### src/rtl/fertiliser_zone_controller.sv
// Multi-zone fertiliser dosing controller sharing one tank and one flush line.
// A push edge in IDLE doses the selected zone for at most DOSE_CYCLES cycles.
// A fixed FLUSH_CYCLES cleaning flush follows, then the controller returns to IDLE.
// Refused, aborted and out-of-range requests latch a coded alarm.
module fertiliser_zone_controller #(
  parameter int ZONES        = 4,
  parameter int DOSE_CYCLES  = 8,
  parameter int FLUSH_CYCLES = 4,
  localparam int ZW = (ZONES > 1) ? $clog2(ZONES) : 1,
  localparam int CW = $clog2(((DOSE_CYCLES > FLUSH_CYCLES) ? DOSE_CYCLES : FLUSH_CYCLES) + 1)
) (
  input  logic             clock,
  input  logic             reset,
  input  logic             low_level,
  input  logic             empty_tank,
  input  logic [ZONES-1:0] splinker,
  input  logic             fertilise_push,
  input  logic [ZW-1:0]    zone_select,
  input  logic             alarm_clear,
  output logic             fertilising,
  output logic             cleaning,
  output logic [ZONES-1:0] zone_valve,
  output logic             busy,
  output logic             done,
  output logic             alarm,
  output logic [1:0]       alarm_code,
  output logic [CW-1:0]    dose_remaining
);

  typedef enum logic [1:0] {
    IDLE      = 2'd0,
    FERTILISE = 2'd1,
    FLUSH     = 2'd2
  } state_t;

  localparam logic [1:0] CODE_REFUSED  = 2'd1;
  localparam logic [1:0] CODE_ABORTED  = 2'd2;
  localparam logic [1:0] CODE_BAD_ZONE = 2'd3;

  state_t         state, state_next;
  logic [CW-1:0]  count, count_next;
  logic [ZW-1:0]  zone, zone_next;
  logic           push_q;
  logic           push_edge;
  logic           alarm_next;
  logic [1:0]     code_next;
  logic           done_next;

  assign push_edge = fertilise_push & ~push_q;

  // State, counter, latched zone, push history, alarm and done pulse registers.
  always_ff @(posedge clock or posedge reset) begin
    if (reset) begin
      state      <= IDLE;
      count      <= '0;
      zone       <= '0;
      push_q     <= 1'b0;
      alarm      <= 1'b0;
      alarm_code <= 2'd0;
      done       <= 1'b0;
    end else begin
      state      <= state_next;
      count      <= count_next;
      zone       <= zone_next;
      push_q     <= fertilise_push;
      alarm      <= alarm_next;
      alarm_code <= code_next;
      done       <= done_next;
    end
  end

  // Next-state, counter and alarm logic; an alarm event overrides a clear in the same cycle.
  always_comb begin
    state_next = state;
    count_next = count;
    zone_next  = zone;
    alarm_next = alarm;
    code_next  = alarm_code;
    done_next  = 1'b0;
    if (alarm_clear) begin
      alarm_next = 1'b0;
      code_next  = 2'd0;
    end
    case (state)
      IDLE: begin
        if (push_edge) begin
          if (int'(zone_select) >= ZONES) begin
            alarm_next = 1'b1;
            code_next  = CODE_BAD_ZONE;
          end else if (low_level || !splinker[zone_select]) begin
            alarm_next = 1'b1;
            code_next  = CODE_REFUSED;
          end else begin
            zone_next  = zone_select;
            state_next = FERTILISE;
            count_next = CW'(DOSE_CYCLES);
          end
        end
      end
      FERTILISE: begin
        // Losing water or the zone's sprinkler aborts, even on the last dose cycle.
        if (low_level || !splinker[zone]) begin
          alarm_next = 1'b1;
          code_next  = CODE_ABORTED;
          state_next = FLUSH;
          count_next = CW'(FLUSH_CYCLES);
        end else if (empty_tank || count <= CW'(1)) begin
          state_next = FLUSH;
          count_next = CW'(FLUSH_CYCLES);
        end else begin
          count_next = count - CW'(1);
        end
      end
      FLUSH: begin
        // The flush always runs to completion; no input can shorten it.
        if (count <= CW'(1)) begin
          state_next = IDLE;
          count_next = '0;
          done_next  = 1'b1;
        end else begin
          count_next = count - CW'(1);
        end
      end
      default: begin
        state_next = IDLE;
        count_next = '0;
      end
    endcase
  end

  // Status outputs decoded from registered state only.
  always_comb begin
    fertilising    = (state == FERTILISE);
    cleaning       = (state == FLUSH);
    busy           = (state != IDLE);
    dose_remaining = (state == FERTILISE) ? count : '0;
  end

  // One-hot valve drive for the latched zone while dosing.
  for (genvar gi = 0; gi < ZONES; gi++) begin : g_valve
    assign zone_valve[gi] = (state == FERTILISE) && (zone == ZW'(gi));
  end

endmodule

### config.mk
export PLATFORM = sky130hd
export DESIGN_NAME = fertiliser_zone_controller
export DESIGN_NICKNAME = d
export VERILOG_FILES = /design/src/rtl/fertiliser_zone_controller.sv
export SDC_FILE = /design/constraint.sdc
export NUM_CORES = 1
export LEC_CHECK = 0
export ABC_AREA = 1
export BUFFER_PORTS_ARGS = -buffer_cell sky130_fd_sc_hd__buf_2
export CAP_MARGIN = 15
export CORE_AREA = 2 2 43 45
export CTS_CLUSTER_DIAMETER = 50
export DETAILED_ROUTE_END_ITERATION = 8
export DIE_AREA = 0 0 45 47
export GPL_ROUTABILITY_DRIVEN = 0
export PLACE_DENSITY_LB_ADDON = 0.12
export SETUP_SLACK_MARGIN = 0.2
export SYNTH_ARGS = -nofsm -noshare
export SYNTH_HDL_FRONTEND = slang
export SYNTH_SLANG_ARGS = --single-unit
### constraint.sdc
create_clock -name clock -period 4.7 [get_ports clock]
set_clock_uncertainty 0.1 [all_clocks]
set_input_delay 0.94 -clock clock [delete_from_list [all_inputs] [get_ports clock]]
set_output_delay 0.94 -clock clock [all_outputs]
set_load 0.02 [all_outputs]
==> results_dict.tcl, run 1 <==
set metrics [dict create \
    fin_nets 158 \
    cts.htree.levels 1 \
    gr-usage-met3_pct 3.85 \
    hold_start "alarm" \
    rsz0062_at_grt "false" \
    gr-total-overflow 0 \
    grt_pass1_vias 662 \
    cts_sinks 13 \
    ys_ff_latch 13 \
    drive_gt1_share_pct 31.5 \
    dpl_cell_area_um2 955 \
    rows 15 \
    synth_fp_nets 127 \
    period_needed_ns 2.53 \
    insertion_delay_ns 0.28 \
    crit_slowest_cell "dfrtp_1" \
    synth_compound_area_share_pct 6.85 \
    syn_inst 113 \
    route.detailed.drc 0 \
    hold_viol 0 \
    antenna_found_initial 0 \
    synth_xor_area_share_pct 1.09 \
    area_growth_pct 22.1 \
    num_vias 795 \
    grt_first_pass_wirelength_um 2740 \
    grt-busiest-layer "met2" \
    fin_hold_ws_ns 0.395 \
    cts_buffers 3 \
    worstMarginPinSlew_ns 0.488 \
    drv_cap 0 \
    fin_crit_sh_pct 53.9 \
    holdBufCountCts 0 \
    die_height_um 47 \
    avgSynthCellArea_um2 7.11 \
    grt_max_degree 14 \
    p_seq_share_pct 38.3 \
    synth_area_um2 803 \
    worstPathMaxFanout 9 \
    wl_per_cell_um 10.9 \
    max_freq_mhz 395 \
    viasPerCell 4.97 \
    clockBufferDepth 2 \
    io_pins 27 \
    met1_usage_pct 23.9 \
    pwr-share-clk_pct 14.9 \
    combPwrFrac_pct 46.9 \
    clock-root-buffer "clkbuf_4" \
    slew_violations 0 \
    rrSetupSlack_ns 3.04 \
    status "complete, no violations" \
    ctsResizeCount 0 \
    fp.dieArea_um2 2120 \
    synth_mux_area_share_pct 0 \
    drtIter0Drc 17 \
    internal-power_mw 0.254 \
    port_buffers 26 \
    synth_simple_gate_area_share_pct 38.0 \
    dpl.hpwl_um 1400 \
    start_util_pct 48.6 \
    path_cells "inv_1 -> nor2_2 -> inv_2 -> nor3_1 -> buf_2" \
    ys_seq_area_share_pct 40.5 \
    tns_ns 0 \
    hold_path_class "reg -> reg" \
    r2r_cells 8 \
    grtUsageTotal_pct 17.9 \
    drt_pass1_iterations 4 \
    power_switching_mw 0.215 \
    antenna_cells 0 \
    yosysWarnings 0 \
    ys_types 21 \
    clkTransAtPathRegs_ns 0.09 \
    ir_worst_vdd_mv 0.330 \
    cts_setup_buffers 0 \
    synth_fa_ha_area_share_pct 3.12 \
    rr_endpoint "count[2]" \
    cp-end-kind "output pin" \
    slew-limit-headroom_pct 67.4 \
    crit_path_start "state[0]" \
    met2_usage_pct 28.6 \
    drtAntennaViolNets 0 \
    routed_wl_um 1750 \
    stdcell_area_um2 981 \
    critPathLaunchType "flip-flop" \
    setup_viol 0 \
    arrival_ns 1.49 \
    worstSetupEndpoint "zone_valve[0]" \
    die_x_um 45 \
    cellPowerDensity_nw_per_um2 478 \
    cts_tree "yes" \
    rr_startpoint "count[0]" \
    critPathKind "reg -> out" \
    slowest_delay_ns 0.38 \
    p_leak_nw 0.574 \
    fin_util_pct 59.4 \
    synth_top_family_by_area "simple AND/OR/NAND/NOR gates" \
    fp.coreArea_um2 1650 \
    required_ns 3.66 \
    switching_share_pct 45.8 \
]
## critical path: cells and delay by family (launching register included)
family                 cells  cell delay [ns]
buffers and inverters      3             0.41
AND/OR/NAND/NOR            2             0.43
flip-flops                 1             0.38
## how the worst min path moves through the flow
stage	endpoint	slack (ns)	cells after the start
global route	alarm	0.43	2
floorplan	count[3]	0.42	2
CTS	alarm	0.40	2
finish	alarm	0.40	2
detailed placement	alarm	0.38	2
global placement	alarm	0.38	2
## power groups by stage
stage          Clock, mW  Combinational [mW]  Sequential (mW)
2_1_floorplan          0               0.162            0.181
3_3_place_gp           0               0.216            0.180
3_5_place_dp           0               0.220            0.180
4_1_cts           0.0708               0.221            0.178
5_1_grt           0.0739               0.254            0.183
6_report          0.0696               0.220            0.179
## layout by cell type (no fill, tap or decap), drive strengths merged
master | Yosys | layout
or2 | 2 | 2
clkbuf | 0 | 4
xnor2 | 1 | 1
inv | 20 | 20
buf | 0 | 26
nand2 | 24 | 24
dfrtp | 13 | 13
nand3 | 16 | 16
nor2 | 19 | 19
o21ai | 8 | 8
clkinv | 2 | 2
nor3 | 4 | 4
nand4 | 1 | 1
a21boi | 1 | 1
ha | 2 | 2
## cell usage after synthesis
cell type   n  area [um2]
nor2_2      4        25.0
nor2_1     15        56.3
nand4_1     1        6.26
nand3_2     2        20.0
ha_1        2        25.0
dfrtp_1    13         325
inv_1      15        56.3
nand2_1    22        82.6
o21ai_0     2        10.0
nand2_2     2        12.5
inv_2       5        18.8
clkinv_1    1        3.75
nor3_1      4        20.0
or2_0       1        6.26
clkinv_2    1        5.00
o21ai_1     4        20.0
nand3_1    14        70.1
a21boi_1    1        7.51
xnor2_1     1        8.76
or2_1       1        6.26
o21ai_2     2        17.5
## area by class of cell
type,instances,area [um2]
multi-input combinational,78,394
clock buffer,4,26.3
tap,17,21.3
fill,169,671
sequential,13,325
timing repair buffer,26,130
inverter,22,83.8
## per-stage QoR
stage               power (mW)  worst slack [ns]  instances
finish                   0.468              2.17        160
global route             0.511              2.09        160
CTS                      0.470              2.21        160
detailed placement       0.400              2.52        156
global placement         0.395              2.55        156
floorplan                0.344              2.31        113
## cell families (layout without fill, tap and decap cells)
family | Yosys count | in the layout
and+or+nand+nor | 66 | 66
buffers and inverters | 22 | 52
AOI/OAI and AO/OA | 9 | 9
adders and majority gates | 2 | 2
xor gates and xnor gates | 1 | 1
DFF | 13 | 13
## routing by layer
| metal | vias up | wire length (um) | part of all wire (%) |
|---|---|---|---|
| met2 | 22 | 783 | 45 |
| met1 | 362 | 859 | 49 |
| met4 | 0 | 12 | 0.69 |
| met5 | - | 0 | 0 |
| li1 | 409 | - | - |
| met3 | 2 | 93 | 5.3 |
## registers in the layout (all words and copies together) (netlist names)
name,cells
done,1
alarm_code,2
push_q,1
alarm,1
state,2
zone,2
count,4
Power figures use the tool's default switching activity.
==> run 2, diff against run 1 <==
Settings changed: CORE_AREA 2 2 43 45 to 2 2 44 46, DIE_AREA 0 0 45 47 to 0 0 46 48.
Clock period 4.7 ns to 2.55 ns, I/O delays scaled along.
==> results_dict.tcl, run 2 (same netlist as run 1, synthesis figures left out) <==
set metrics [dict create \
    fin_crit_sh_pct 78.9 \
    arrival_ns 1.40 \
    slew_violations 0 \
    drt_pass1_iterations 4 \
    cp-end-kind "output pin" \
    hold_viol 0 \
    layout_commonest_cell "buf_2" \
    clock-root-buffer "clkbuf_4" \
    regMostFlops "count" \
    critPathLaunchType "flip-flop" \
    routed.top_layer "met3" \
    start_util_pct 47.6 \
    worstMarginPinSlew_ns 0.479 \
    ctsResizeCount 0 \
    drtAntennaViolNets 0 \
    required_ns 1.94 \
    tns_ns 0 \
    cts_buffers 3 \
    routed_wl_um 1670 \
    antenna_cells 0 \
    area_growth_pct 23.1 \
    slew-limit-headroom_pct 68.0 \
    antenna_found_initial 0 \
    holdBufCountCts 0 \
    met2WireLength_um 818 \
    drtIter0Drc 15 \
    die_x_um 46 \
    largest_register_ffs 4 \
    p_leak_nw 0.578 \
    cts.htree.levels 1 \
    critPathKind "reg -> out" \
    cp_top_family "flip-flops" \
    max_freq_mhz 497 \
    path_cells "nor2_2 -> inv_2 -> nor3_1 -> buf_2" \
    rsz0062_at_grt "false" \
    die_height_um 48 \
    worstPathMaxFanout 9 \
    hold_path_class "in -> async" \
    clockBufferDepth 2 \
    fp.dieArea_um2 2210 \
    cts_tree "yes" \
    grt_pass1_vias 689 \
    path_buf_inv 2 \
    wl_met3_um 97 \
    cellPowerDensity_nw_per_um2 871 \
    wl_per_cell_um 10.4 \
    grt_first_pass_wirelength_um 2680 \
    slowest_delay_ns 0.41 \
    route.detailed.drc 0 \
    cts_sinks 13 \
    finalPower_mw 0.860 \
    gr-total-overflow 0 \
    fp.coreArea_um2 1690 \
    period_needed_ns 2.01 \
    clkTransAtPathRegs_ns 0.08 \
    grtUsageTotal_pct 17.0 \
    viasPerCell 4.88 \
    insertion_delay_ns 0.27 \
    drv_cap 0 \
    wl_met1_um 752 \
    drive_gt1_share_pct 31.9 \
    status "complete, no violations" \
    setup_viol 0 \
    io_pins 27 \
    port_buffers 26 \
    fin_nets 159 \
    dpl.hpwl_um 1360 \
    rows 15 \
    mostFrequentLayoutCells "buf_2, nand2_1, inv_1, nor2_1, nand3_1" \
    crit_slowest_cell "dfrtp_1" \
    num_vias 785 \
    ir_worst_vdd_mv 0.441 \
    cts_setup_buffers 0 \
    grt_max_degree 14 \
]
-- run 2: worst paths after layout --
| path | to | start | slack (ns) | cells after the start |
|---|---|---|---|---|
| worst max-delay path | zone_valve[3] | state[1] | 0.54 | 4 |
| worst min-delay path | state[0] | reset | 0.14 | 2 |
| worst max register to register | count[2] | count[0] | 0.92 | 8 |
| worst min register to register | alarm | alarm | 0.39 | 2 |
| max in group asynchronous | zone[1] | reset | 1.88 | 2 |
| min in group clock | push_q | fertilise_push | 0.25 | 1 |
-- run 2: cell type report --
class                   count  area, um2
well taps                  17       21.3
flip-flops and latches     13        325
clock buffers               4       26.3
multi-input cells          78        394
inverters                  22       83.8
fillers                   167        701
repair buffers             27        138
-- run 2: layer usage --
layer / vias up / global-route usage [%]
met5: - / 0
met4: 0 / 1.71
met3: 0 / 5.66
met2: 22 / 31.9
met1: 344 / 19.4
li1: 419 / -
-- run 2: through the flow --
stage	hold WS, ns	setup slack (ns)	area, um2	std cells	utilization, %
final	0.139	0.538	988	161	58.5
after global routing	0.179	0.371	988	161	58.5
after CTS	0.149	0.512	988	161	58.5
after detailed placement	0.378	0.832	962	157	57.0
after global placement	0.381	0.880	962	157	57.0
after floorplan	0.287	0.592	803	113	-
-- run 2: power breakdown --
group          leakage (nW)  internal (mW)  switching [mW]  total, mW
sequential            0.167          0.265          0.0646      0.330
clock                0.0150         0.0606          0.0647      0.125
combinational         0.396          0.149           0.256      0.405
total                 0.578          0.475           0.386      0.860
